`config.mk`:
```
export PLATFORM = sky130hd
export DESIGN_NAME = player_cmd_issuer
export DESIGN_NICKNAME = d
export VERILOG_FILES = /design/src/rtl/player_cmd_issuer.sv
export SDC_FILE = /design/constraint.sdc
export NUM_CORES = 1
export LEC_CHECK = 0
export CAP_MARGIN = 20
export CORE_MARGIN = 2
export CORE_UTILIZATION = 40
export CTS_CLUSTER_DIAMETER = 80
export DETAILED_ROUTE_END_ITERATION = 8
export PLACE_DENSITY = 0.62
export SYNTH_ARGS = -nofsm -noshare
export SYNTH_HDL_FRONTEND = slang
export SYNTH_SLANG_ARGS = --single-unit
export TNS_END_PERCENT = 1
```
`constraint.sdc`:
```
create_clock -name clk -period 2.83 [get_ports clk]
set_input_delay 0.566 -clock clk [delete_from_list [all_inputs] [get_ports clk]]
set_output_delay 0.566 -clock clk [all_outputs]
set_load 0.05 [all_outputs]
```
`src/rtl/player_cmd_issuer.sv`:
```
// Producer for the 16-bit player instruction bus: queues game events, holds one pending
// move, and serialises restart / move / event words onto a registered instruction port.
module player_cmd_issuer #(
   parameter int DEPTH       = 4,
   parameter int RESTART_HP  = 100,
   parameter int RESTART_ATK = 10
) (
   input  logic                     clk,
   input  logic                     rst_n,
   input  logic                     ev_valid,
   input  logic [3:0]               ev_op,
   input  logic [7:0]               ev_arg,
   output logic                     ev_ready,
   input  logic                     move_valid,
   input  logic [1:0]               move_dir,
   input  logic                     tick,
   input  logic                     restart,
   output logic [15:0]              instruction,
   output logic                     issued,
   output logic                     err_op,
   output logic [$clog2(DEPTH):0]   fifo_count,
   output logic [1:0]               dbg_state
);

   localparam int AW = $clog2(DEPTH);
   localparam int CW = AW + 1;
   localparam logic [7:0] LP_HP  = 8'(RESTART_HP);
   localparam logic [7:0] LP_ATK = 8'(RESTART_ATK);

   typedef enum logic [1:0] {
      S_IDLE    = 2'd0,
      S_RST_HP  = 2'd1,
      S_RST_ATK = 2'd2
   } state_t;

   state_t            r_state;
   state_t            w_state_nxt;

   logic [11:0]       r_mem [DEPTH];
   logic [AW-1:0]     r_wr_ptr;
   logic [AW-1:0]     r_rd_ptr;
   logic [CW-1:0]     r_count;

   logic              r_mv_pend;
   logic [1:0]        r_mv_dir;

   logic [15:0]       r_instr;
   logic              r_issued;
   logic              r_err_op;

   logic              w_legal;
   logic              w_accept;
   logic              w_push;
   logic              w_pop;
   logic              w_flush;
   logic              w_move_issue;
   logic [1:0]        w_issue_dir;
   logic [15:0]       w_instr_nxt;

   always_comb begin
      case (ev_op)
         4'h1, 4'h2, 4'h3, 4'h4, 4'h6: w_legal = 1'b1;
         default:                      w_legal = 1'b0;
      endcase
   end

   // No pop-through: a full FIFO refuses events even in a cycle that pops.
   assign ev_ready = rst_n && (r_state == S_IDLE) && !restart && (r_count < CW'(DEPTH));
   assign w_accept = ev_valid && ev_ready;
   assign w_push   = w_accept && w_legal;

   always_ff @(posedge clk) begin
      if (!rst_n) begin
         r_state <= S_IDLE;
      end else begin
         r_state <= w_state_nxt;
      end
   end

   always_comb begin
      w_state_nxt = S_IDLE;
      if (restart) begin
         w_state_nxt = S_RST_ATK;
      end else begin
         case (r_state)
            S_IDLE:    w_state_nxt = S_IDLE;
            S_RST_ATK: w_state_nxt = S_IDLE;
            default:   w_state_nxt = S_IDLE;
         endcase
      end
   end

   // A move issued at a tick uses the pending direction if one exists; otherwise a
   // request arriving with the tick is served immediately.
   always_comb begin
      w_instr_nxt  = 16'h0000;
      w_pop        = 1'b0;
      w_flush      = 1'b0;
      w_move_issue = 1'b0;
      w_issue_dir  = r_mv_pend ? r_mv_dir : move_dir;
      if (restart) begin
         w_flush     = 1'b1;
         w_instr_nxt = {4'h6, LP_HP, 4'h0};
      end else if (r_state == S_RST_ATK) begin
         w_instr_nxt = {4'h4, LP_ATK, 4'h0};
      end else if (r_state == S_RST_HP) begin
         w_instr_nxt = 16'h0000;
      end else if (tick && (r_mv_pend || move_valid)) begin
         w_move_issue = 1'b1;
         w_instr_nxt  = {4'h5, 6'b0, w_issue_dir, 4'h0};
      end else if (r_count != '0) begin
         w_pop       = 1'b1;
         w_instr_nxt = {r_mem[r_rd_ptr], 4'h0};
      end
   end

   always_ff @(posedge clk) begin
      if (w_push) begin
         r_mem[r_wr_ptr] <= {ev_op, ev_arg};
      end
   end

   always_ff @(posedge clk) begin
      if (!rst_n || w_flush) begin
         r_wr_ptr <= '0;
         r_rd_ptr <= '0;
         r_count  <= '0;
      end else begin
         if (w_push) r_wr_ptr <= r_wr_ptr + 1'b1;
         if (w_pop)  r_rd_ptr <= r_rd_ptr + 1'b1;
         r_count <= r_count + CW'(w_push) - CW'(w_pop);
      end
   end

   always_ff @(posedge clk) begin
      if (!rst_n || w_flush) begin
         r_mv_pend <= 1'b0;
         r_mv_dir  <= 2'd0;
      end else if (w_move_issue) begin
         if (r_mv_pend && move_valid) begin
            r_mv_pend <= 1'b1;
            r_mv_dir  <= move_dir;
         end else begin
            r_mv_pend <= 1'b0;
         end
      end else if (move_valid) begin
         r_mv_pend <= 1'b1;
         r_mv_dir  <= move_dir;
      end
   end

   always_ff @(posedge clk) begin
      if (!rst_n) begin
         r_instr  <= 16'h0000;
         r_issued <= 1'b0;
         r_err_op <= 1'b0;
      end else begin
         r_instr  <= w_instr_nxt;
         r_issued <= (w_instr_nxt != 16'h0000);
         r_err_op <= w_accept && !w_legal;
      end
   end

   assign instruction = r_instr;
   assign issued      = r_issued;
   assign err_op      = r_err_op;
   assign fifo_count  = r_count;
   assign dbg_state   = r_state;

endmodule

```
Word level (Yosys, flattened, before mapping)
Memories as Yosys holds them, arrays and structs flattened. A register that Yosys moved wholly into a read port is not among the register bits.
Index checks and enable logic that the tools add are counted.

storage, ports and cells
  register bits after elaboration = 30
  bits in writable memories = 48
  bits of input ports = 20
  logic and storage cells = 70
  memories = 1

memory list
  name   depth  bits a word  rd ports  clocked after Yosys merged registers in  write ports  RTL line  text
  r_mem  4      12           1         1                                        1            39        logic [11:0] r_mem [DEPTH];

operators by class
  $add $sub $neg = 4
  order comparisons = 1
  eq/ne operators = 8
  muxes and demuxes = 28
  reductions and logical operators = 19

operators with widths
  operator             count
  $mux 16              5
  $mux 1               16
  $reduce_bool 16->1   1
  $mux 2               7
  $eq 4x2->1 const B   2
  $eq 4x3->1 const B   2
  $logic_and 1x1->1    8
  $reduce_or 5->1      1
  $add 2x1->2 const B  2
  $eq 4x1->1 const B   1
  $add 3x1->3          1
  $logic_not 1->1      3
  $lt 3x3->1 const B   1
  $reduce_bool 3->1    1
  $sub 3x1->3          1
  $eq 2x1->1 const B   1
  $eq 2x2->1 const B   1
  $logic_not 2->1      1
  $logic_or 1x1->1     2
  $ne 2x1->1 const B   1
  $reduce_and 2->1     1
  $reduce_bool 2->1    1

Depth between registers and ports, before layout
Gate-level depths: netlist of run 1.

  word-level depth = 8
  gate-level depth with buffers = 12
  gate-level depth less buffers = 11

Least setup slack after synthesis of run 1
Ideal clock, no wire load.

  kind = register -> register
  from = register r_state[1], in the netlist dbg_state[1]
  to = register r_count[2], in the netlist fifo_count[2]
  setup time = 0.128 ns
  data arrival time = 2.617 ns
  data required time = 2.702 ns
  setup slack = 0.085 ns
  cell stages (with the launch flop) = 13
  path buffers = 1
  clock period less this slack = 2.745 ns
  cell sequence = dfxtp_1 -> clkbuf_1 -> nor3b_1 -> nand2_1 -> nor2b_1 -> inv_1 -> ha_1 -> inv_1 -> ha_1 -> fa_1 -> xnor2_1 -> xnor2_1 -> nor2_1

between the ends
  longest elaborated chain between the ends = 8
  elaborated cells on any way between the ends = 13
  classes of those cells = add/sub: 2; eq/ne: 2; mux: 3; reduce/logical: 6

RTL lines
  item                            RTL line  text
  start: declaration              36        state_t r_state;
  start signal: assignment        76        r_state <= w_state_nxt;
  $logic_not 2->1                 68        assign ev_ready = rst_n && (r_state == S_IDLE) && !restart && (r_count < CW'(DEPTH));
  $logic_and 1x1->1 (3 in a row)  68
  $logic_and 1x1->1               69        assign w_accept = ev_valid && ev_ready;
  $logic_and 1x1->1               70        assign w_push = w_accept && w_legal;
  $add 3x1->3                     131       r_count <= r_count + CW'(w_push) - CW'(w_pop);
  $sub 3x1->3 (*)                 131
  end signal: assignment          131
  end: declaration                42        logic [CW-1:0] r_count;

Mark *: on every way between the ends. The rest lies on a longest branch, timed or not.
A chain may end at the register's enable or synchronous reset.

Worst setup path in the final report of run 1
  from = input port rst_n
  to = register r_count[2], in the netlist fifo_count[2]

between the ends
  longest elaborated chain between the ends = 7
  elaborated cells on any way between the ends = 9
  classes of those cells = add/sub: 2; reduce/logical: 7

RTL lines
  item                            RTL line  text
  start: declaration              9         input logic rst_n,
  $logic_and 1x1->1 (3 in a row)  68
  $logic_and 1x1->1               69
  $logic_and 1x1->1               70
  $add 3x1->3                     131
  $sub 3x1->3                     131

Several ways; a longest one is shown, not always the timed one.

==> flow_summary.yaml, run 1 <==
finish:
  final_util: 0.536
  final_nets: 283
  diodes: 0
  drive_gt1_frac: 0.184
  area_growth_pct: 30.3
  instances_no_fill: 360
global_route:
  antenna_found_initial: 0
  grt_usage: 0.138
  grt_max_degree: 15
  grt_pass1_vias: 1625
  grt_overflow: 0
  grt_pass1_wl_um: 8370
timing:
  setup_ws_ns: 0.152
  drv_slew: 0
  setup_violations: 0
  max-slew-margin-rel: 0.578
  post-route-min-period_ns: 2.68
  period_share: 0.946
  fin_skew_ns: 0.00747
  fmax_ghz: 0.373
  rsz0062_at_grt: "no"
  hold_viol_final: 0
  tightestPinTransition_ns: 0.625
  hold-worst-slack_ns: 0.497
synthesis:
  yosysWarnings: 0
  yosys.area.top_type_share: 0.485
  synthTopCellsByArea: "edfxtp_1 (49%), dfxtp_1 (18%), mux4_1 (9.7%)"
  yosysMostFrequentCell: "edfxtp_1"
  syn_inst: 190
  synth-edff-count: 48
  syn_avg_cell_area_sq_um: 15.6
  synth_flop_cell: "edfxtp_1"
  synth_cell_types: 39
  ys_seq_area_frac: 0.668
  ys_seq_elements: 75
  async_reset_ff_frac: 0
  synth_top_cells_by_count: "edfxtp_1 (48), dfxtp_1 (27), nor2_1 (15)"
  syn_area_sq_um: 2970
  synth_top_area_cell: "edfxtp_1"
route:
  wl_per_cell_um: 15.2
  viasPerCell: 4.76
  drc: 0
  via_count: 1712
  drt_first_iter_violations: 88
  ant_nets: 0
  wl_um: 5460
  first_pass_iters: 4
critical_path:
  crit_fanout: 4
  r2r-start: "fifo_count[1]$_SDFF_PP0_"
  r2r_setup_slack_ns: 0.43
  path_cells: "clkdlybuf4s50_1 > nor3b_2 > buf_4 > nand2_2 > nor2b_4 > inv_1 > ha_1 > inv_1 > ha_1 > fa_1 > xnor2_1 > xnor2_1 > nor2_1"
  cp.required_ns: 3.06
  critPathTopFamily: "adder cells"
  cp.depth: 13
  cp-endpoint: "fifo_count[2]$_SDFF_PP0_"
  reg2regPathDepth: 9
  arrival_ns: 2.91
  r2r_end: "fifo_count[2]$_SDFF_PP0_"
  worst_setup_path_end_kind: "register"
  startpoint_type: "primary input"
  cp-startpoint: "rst_n"
  max_stage_delay_ns: 0.48
  critPathSlowestCell: "clkdlybuf4s50_1"
  critPathKind: "primary input to register"
  cp_num_buf_inv: 4
floorplan:
  dieArea_sq_um: 8130
  rows: 31
  initial_core_util: 0.412
  core_sq_um: 7210
  io_pins: 44
  die_h_um: 90.2
  die_w_um: 90.2
min_path:
  worst_hold_path_type: "register to register"
  hp-start: "r_mv_dir[1]$_SDFFE_PP0P_"
  hold_depth: 2
placed_design:
  dp_hpwl_um: 3810
  placedCellCount: 342
  preCtsSetupSlack_ns: -0.334
  gp_congestion: 0.779
  portBuffers: 38
clock_tree:
  clock_sinks: 75
  root_buffer: "clkbuf_8"
  clock_latency_ns: 0.34
  path_clk_slew_ns: 0.07
  cts_tree: "yes"
  h-tree-depth: 3
  cts_made_buffers: 9
  clockBufferDepth: 2
  ctsHoldBuffers: 0
flow_run:
  cap_violations: 0
power_and_ir_drop:
  p_leak_nw: 1.40
  p_per_area_nw_per_um2: 596
  ir_drop_v: 0.000298
  power_mw: 2.31
run_status:
  outcome: "complete, no violations"
[worst reg2reg max path, cell delays in order (launching register included)]
cell and delay, ns:
dfxtp_1 0.35, or3_1 0.45, and3_1 0.22, ha_1 0.27, inv_1 0.04, ha_1 0.18, fa_1 0.38, xnor2_1 0.21
xnor2_1 0.14, nor2_1 0.05
[how the worst min path moves through the flow]
| stage | slack (ns) | endpoint |
|---|---|---|
| after floorplan | 0.46 | r_mv_dir[1]$_SDFFE_PP0P_ |
| after global placement | 0.47 | r_mv_dir[1]$_SDFFE_PP0P_ |
| after detailed placement | 0.49 | r_mv_dir[1]$_SDFFE_PP0P_ |
| after CTS | 0.50 | r_mv_dir[1]$_SDFFE_PP0P_ |
| after global routing | 0.54 | r_mv_dir[0]$_SDFFE_PP0P_ |
| final | 0.50 | r_mv_dir[1]$_SDFFE_PP0P_ |
[stage by stage]
step | instance area, sq um | TNS [ns]
floorplan | 2980 | 0
global placement | 3590 | -0.458
detailed placement | 3590 | -0.473
CTS | 3840 | 0
global route | 3870 | 0
finish | 3870 | 0
[sequential cells by signal, indices dropped and copies added, names as in the netlist, named ones only]
signal and count:
r_mem 48, instruction 12, fifo_count 3, r_mv_dir 2
r_rd_ptr 2, r_wr_ptr 2, dbg_state 1, err_op 1
issued 1, r_mv_pend 1
[cells in the final DEF, fill, tap and decap left out, drive strengths merged]
| master | synthesis | routed |
|---|---|---|
| edfxtp | 48 | 48 |
| clkdlybuf4s50 | 0 | 37 |
| dfxtp | 27 | 27 |
| buf | 6 | 24 |
| nor2 | 15 | 15 |
| mux4 | 12 | 12 |
| clkbuf | 4 | 11 |
| nor2b | 10 | 10 |
| inv | 8 | 8 |
| a21oi | 7 | 7 |
| nor3 | 6 | 6 |
| ha | 6 | 6 |
| and2 | 5 | 5 |
| conb | 1 | 5 |
| mux2i | 4 | 4 |
| xnor2 | 4 | 4 |
| and3 | 4 | 4 |
| nand2 | 3 | 3 |
| clkinv | 0 | 3 |
| nor4 | 2 | 2 |
| bufinv | 0 | 2 |
| o41ai | 2 | 2 |
| a21boi | 2 | 2 |
| o21ai | 1 | 1 |
| or3 | 1 | 1 |
| nor3b | 1 | 1 |
| nand2b | 1 | 1 |
| o21a | 1 | 1 |
| mux2 | 1 | 1 |
| a221oi | 1 | 1 |
| a2bb2oi | 1 | 1 |
| nand4 | 1 | 1 |
| xor2 | 1 | 1 |
| maj3 | 1 | 1 |
| or4 | 1 | 1 |
| a22o | 1 | 1 |
| fa | 1 | 1 |
[layer usage]
metal / track usage / up-vias / wire (um)
li1: - / 843 / -
met1: 0.171 / 816 / 2450
met2: 0.223 / 49 / 2720
met3: 0.0352 / 4 / 227
met4: 0.0731 / 0 / 63
met5: 0 / - / 0
[cells by family after synthesis]
kind of cell / after synthesis / share of synthesized area
AO/OA/AOI/OAI: 16 / 0.0384
XOR/XNOR: 5 / 0.0147
adder cells (fa/ha/maj): 8 / 0.0354
buffers and inverters: 18 / 0.0316
flip-flops: 75 / 0.668
multiplexers: 17 / 0.122
other: 1 / 0.00126
AND/OR/NAND/NOR: 50 / 0.0889
[repair_timing]
item / in CTS / in global routing
pin swaps: 0 / 1
hold endpoints to repair: 0 / 0
buffers inserted: 0 / 2
endpoints found under the setup margin: 1 / 1
resized for setup: 1 / 4
[power by group]
part           switching, mW  internal, mW  total [mW]
registers            0.00482          1.17        1.18
logic                 0.0966        0.0745       0.171
clock network          0.382         0.575       0.957
total                  0.483          1.82        2.31
[layout make-up]
| cell class | instances | area, sq um |
|---|---|---|
| Multi-Input combinational cell | 101 | 926 |
| Clock inverter | 5 | 82.6 |
| Inverter | 8 | 30.0 |
| Fill cell | 620 | 3340 |
| Tap cell | 99 | 124 |
| Timing Repair Buffer | 61 | 563 |
| Clock buffer | 11 | 163 |
| Sequential cell | 75 | 1980 |
(Power assumes the default switching activity.)
==> run 2, diff against run 1 <==
--- a/config.mk
+++ b/config.mk
@@ -6,9 +6,8 @@
 export NUM_CORES = 1
 export LEC_CHECK = 0
 export CAP_MARGIN = 20
-export CORE_MARGIN = 2
 export CORE_UTILIZATION = 40
-export CTS_CLUSTER_DIAMETER = 80
+export CTS_CLUSTER_DIAMETER = 60
 export DETAILED_ROUTE_END_ITERATION = 8
 export PLACE_DENSITY = 0.62
 export SYNTH_ARGS = -nofsm -noshare
==> flow_summary.yaml, run 2 (same netlist as run 1, synthesis figures left out) <==
power_and_ir_drop:
  p_per_area_nw_per_um2: 581
  p_leak_nw: 1.37
  ir_drop_v: 0.000282
critical_path:
  arrival_ns: 2.84
  startpoint_type: "primary input"
  r2r-start: "fifo_count[1]$_SDFF_PP0_"
  crit_fanout: 3
  cp.required_ns: 3.07
  r2r_end: "fifo_count[2]$_SDFF_PP0_"
  critPathSlowestCell: "clkdlybuf4s50_1"
  cp.depth: 12
  cp-endpoint: "fifo_count[2]$_SDFF_PP0_"
  worst_setup_path_end_kind: "register"
  cp-startpoint: "ev_op[2]"
  critPathTopFamily: "adder cells"
  critPathKind: "primary input to register"
  path_cells: "clkdlybuf4s50_1 > a21oi_1 > nor2b_2 > nor2b_2 > inv_1 > ha_1 > inv_1 > ha_1 > fa_1 > xnor2_1 > xnor2_1 > nor2_1"
  r2r_setup_slack_ns: 0.48
  max_stage_delay_ns: 0.45
  cp_num_buf_inv: 3
  reg2regPathDepth: 9
floorplan:
  initial_core_util: 0.412
  die_h_um: 88.2
  core_sq_um: 7210
  die_w_um: 88.2
  io_pins: 44
  rows: 31
  dieArea_sq_um: 7770
placed_design:
  preCtsSetupSlack_ns: -0.273
  gp_congestion: 0.759
  portBuffers: 38
  dp_hpwl_um: 3790
  placedCellCount: 343
  dpl_cell_area_sq_um: 3600
route:
  wl_um: 5370
  ant_nets: 0
  drc: 0
  wl_per_cell_um: 15.0
  drt_first_iter_violations: 90
  viasPerCell: 4.75
  first_pass_iters: 4
  via_count: 1704
finish:
  final_nets: 282
  final_cell_mix: "edfxtp_1 (48), clkdlybuf4s50_1 (37), dfxtp_1 (27)"
  stdcell_area_sq_um: 3830
  final_common_cell: "edfxtp_1"
  largest_register_ffs: 48
  diodes: 0
  drive_gt1_frac: 0.173
  top_register: "r_mem"
  instances_no_fill: 359
  area_growth_pct: 28.9
run_status:
  outcome: "complete, no violations"
clock_tree:
  clockBufferDepth: 2
  cts_tree: "yes"
  cts_made_buffers: 9
  path_clk_slew_ns: 0.08
  h-tree-depth: 3
  clock_sinks: 75
  root_buffer: "clkbuf_8"
  cts_setup_buffers: 0
  clock_latency_ns: 0.34
timing:
  tightestPinTransition_ns: 0.617
  fin_skew_ns: 0.00762
  hold_viol_final: 0
  period_share: 0.920
  rsz0062_at_grt: "no"
  fin_tns_setup_ns: 0
  post-route-min-period_ns: 2.60
  max-slew-margin-rel: 0.583
  drv_slew: 0
  setup_ws_ns: 0.225
  fmax_ghz: 0.384
  setup_violations: 0
global_route:
  grt_usage: 0.157
  antenna_found_initial: 0
  grt_pass1_vias: 1758
  grt_overflow: 0
  grt_pass1_wl_um: 8710
  grt_max_degree: 15
flow_run:
  cap_violations: 0
min_path:
  worst_hold_path_type: "register to register"
-- run 2: worst min-delay path, stage by stage, from the launching register on --
cell and delay [ns]:
dfxtp_1 0.33, mux2i_1 0.06, nor2_1 0.08
-- run 2: metrics by stage --
stage | power [mW] | utilization | hold WS (ns)
after CTS | 2.24 | 0.529 | 0.506
after floorplan | 1.30 | - | 0.458
after detailed placement | 1.37 | 0.499 | 0.487
final | 2.22 | 0.530 | 0.498
after global routing | 2.29 | 0.530 | 0.555
after global placement | 1.37 | 0.499 | 0.479
-- run 2: how the worst min path moves through the flow --
stage | from | endpoint | slack [ns] | cells past startpoint
floorplan | r_mv_dir[1]$_SDFFE_PP0P_ | r_mv_dir[1]$_SDFFE_PP0P_ | 0.46 | 2
global placement | r_mv_dir[1]$_SDFFE_PP0P_ | r_mv_dir[1]$_SDFFE_PP0P_ | 0.48 | 2
detailed placement | r_mv_dir[1]$_SDFFE_PP0P_ | r_mv_dir[1]$_SDFFE_PP0P_ | 0.49 | 2
CTS | r_mv_dir[1]$_SDFFE_PP0P_ | r_mv_dir[1]$_SDFFE_PP0P_ | 0.51 | 2
global route | r_rd_ptr[1]$_SDFFE_PP0P_ | register | 0.56 | 2
finish | r_mv_dir[1]$_SDFFE_PP0P_ | r_mv_dir[1]$_SDFFE_PP0P_ | 0.50 | 2
-- run 2: layout make-up --
| cell class | count | area (sq um) |
|---|---|---|
| Multi-Input combinational cell | 101 | 918 |
| Sequential cell | 75 | 1980 |
| Tap cell | 99 | 124 |
| Inverter | 8 | 30.0 |
| Clock inverter | 7 | 92.6 |
| Clock buffer | 9 | 124 |
| Fill cell | 619 | 3390 |
| Timing Repair Buffer | 60 | 556 |
-- run 2: report_power, final --
group / internal (mW) / total (mW) / switching [mW] / leakage (nW)
clock: 0.492 / 0.877 / 0.385 / 0.0990
sequential: 1.17 / 1.18 / 0.00470 / 0.652
combinational: 0.0726 / 0.168 / 0.0959 / 0.614
-- run 2: per-layer routing --
metal,global-route usage,vias up,wire length (um)
li1,-,839,-
met1,0.197,807,2500
met2,0.259,48,2590
met3,0.0368,10,196
met4,0.0748,0,82
met5,0,-,0
-- run 2: what timing repair did --
item | CTS | global route
endpoints found under the hold margin | 0 | 0
resized for setup | 0 | 3
hold buffers | 0 | 0
endpoints found under the setup margin | 0 | 1
==> run 3, diff against run 2 <==
--- a/config.mk
+++ b/config.mk
@@ -6,10 +6,13 @@
 export NUM_CORES = 1
 export LEC_CHECK = 0
 export CAP_MARGIN = 20
+export CORE_MARGIN = 2
 export CORE_UTILIZATION = 40
 export CTS_CLUSTER_DIAMETER = 60
 export DETAILED_ROUTE_END_ITERATION = 8
 export PLACE_DENSITY = 0.62
+export REMOVE_ABC_BUFFERS = 1
+export SLEW_MARGIN = 5
 export SYNTH_ARGS = -nofsm -noshare
 export SYNTH_HDL_FRONTEND = slang
 export SYNTH_SLANG_ARGS = --single-unit
==> flow_summary.yaml, run 3 (same netlist as run 1, synthesis figures left out) <==
floorplan:
  rows: 31
  core_sq_um: 7210
  die_h_um: 90.2
  initial_core_util: 0.412
  die_w_um: 90.2
  dieArea_sq_um: 8130
  io_pins: 44
global_route:
  grt_overflow: 0
  grt_pass1_vias: 1698
  grt_usage: 0.136
  grt_pass1_wl_um: 8530
  antenna_found_initial: 0
  grt_max_degree: 15
min_path:
  hold_end: "r_mv_dir[0]$_SDFFE_PP0P_"
  hp-start: "r_mv_dir[0]$_SDFFE_PP0P_"
  worst_hold_path_type: "register to register"
  hold_depth: 2
critical_path:
  cp.required_ns: 3.05
  crit_fanout: 3
  arrival_ns: 2.92
  startpoint_type: "primary input"
  r2r_setup_slack_ns: 0.48
  worst_setup_path_end_kind: "register"
  r2r-start: "fifo_count[1]$_SDFF_PP0_"
  reg2regPathDepth: 9
  critPathKind: "primary input to register"
  r2r_end: "fifo_count[2]$_SDFF_PP0_"
timing:
  post-route-min-period_ns: 2.70
  setup_violations: 0
  period_share: 0.952
  fin_tns_setup_ns: 0
  rsz0062_at_grt: "no"
  tightestPinTransition_ns: 0.640
  setup_ws_ns: 0.135
  fmax_ghz: 0.371
  hold-worst-slack_ns: 0.497
  fin_skew_ns: 0.00313
  hold_viol_final: 0
  max-slew-margin-rel: 0.568
  drv_slew: 0
clock_tree:
  clock_sinks: 75
  clockBufferDepth: 2
  h-tree-depth: 3
  root_buffer: "clkbuf_8"
  ctsHoldBuffers: 0
  cts_setup_buffers: 0
  cts_resized: 0
  path_clk_slew_ns: 0.07
  clock_latency_ns: 0.33
  cts_tree: "yes"
  cts_made_buffers: 9
flow_run:
  cap_violations: 0
finish:
  largest_register_ffs: 48
  area_growth_pct: 26.5
  final_common_cell: "edfxtp_1"
  diodes: 0
  instances_no_fill: 358
  final_util: 0.521
  top_register: "r_mem"
  final_cell_mix: "edfxtp_1 (48), clkdlybuf4s50_1 (37), dfxtp_1 (27)"
  stdcell_area_sq_um: 3760
  multiInputGateArea_sq_um: 913
  regArea_sq_um: 1980
  n_fill_cell: 634
  final_nets: 281
  drive_gt1_frac: 0.158
power_and_ir_drop:
  p_sw_uw: 461
  ir_drop_v: 0.000268
  clock_power_share: 0.333
  p_int_mw: 1.56
  swShare: 0.228
  p_per_area_nw_per_um2: 537
  power_frac_seq: 0.584
  p_leak_nw: 1.35
  combPwrFrac: 0.083
  power_mw: 2.02
route:
  wl_um: 5180
  ant_nets: 0
  drt_first_iter_violations: 64
  viasPerCell: 4.68
  drc: 0
  via_count: 1677
  first_pass_iters: 4
  wl_per_cell_um: 14.5
placed_design:
  portBuffers: 38
  gp_congestion: 0.760
  placedCellCount: 342
  dp_hpwl_um: 3630
  preCtsSetupSlack_ns: -0.259
  dpl_cell_area_sq_um: 3590
run_status:
  outcome: "complete, no violations"
-- run 3: cell count changes in the layout (fill, tap and decap cells not counted), moves of 2 or more --
cell        before  now
nor2b_1          8   10
clkinvlp_4       2    0
clkinv_2         0    4
nor2b_2          2    0
bufinv_16        2    0
-- run 3: worst max-delay path by stage --
stage                                  from                       end  slack, ns  depth (start not counted)
finish                             ev_op[2]  fifo_count[2]$_SDFF_PP0_       0.13                         12
detailed placement                    rst_n  fifo_count[2]$_SDFF_PP0_      -0.26                         13
global placement                      rst_n  fifo_count[2]$_SDFF_PP0_      -0.27                         13
global route                          rst_n  fifo_count[2]$_SDFF_PP0_      0.003                         13
CTS                                   rst_n  fifo_count[2]$_SDFF_PP0_       0.07                         13
floorplan           dbg_state[1]$_SDFF_PN0_  fifo_count[2]$_SDFF_PP0_       0.20                         11
-- run 3: final cells by class --
class,count,area share
Inverter,8,0.00799
Clock inverter,6,0.00866
Clock buffer,10,0.0340
Tap cell,99,0.0330
Timing Repair Buffer,59,0.146
Sequential cell,75,0.527
Multi-Input combinational cell,101,0.243
-- run 3: power by group through the flow --
stage | clock (mW) | combinational [mW] | sequential (mW)
after global routing | 0.739 | 0.179 | 1.18
after floorplan | 0 | 0.0524 | 1.24
after global placement | 0 | 0.166 | 1.20
after CTS | 0.692 | 0.168 | 1.18
after detailed placement | 0 | 0.168 | 1.20
final | 0.671 | 0.167 | 1.18
-- run 3: worst max-delay path, stage by stage --
cell             delay [ns]
clkdlybuf4s50_1        0.44
a21oi_1                0.15
nor2b_1                0.24
nor2b_1                0.20
inv_1                  0.08
ha_1                   0.28
inv_1                  0.04
ha_1                   0.18
fa_1                   0.37
xnor2_1                0.18
xnor2_1                0.14
nor2_1                 0.05
-- run 3: metal layers --
layer | vias up | track usage | wire length, um
li1 | 830 | - | -
met1 | 801 | 0.186 | 2490
met2 | 39 | 0.204 | 2400
met3 | 7 | 0.0377 | 208
met4 | 0 | 0.0615 | 80
met5 | - | 0 | 0
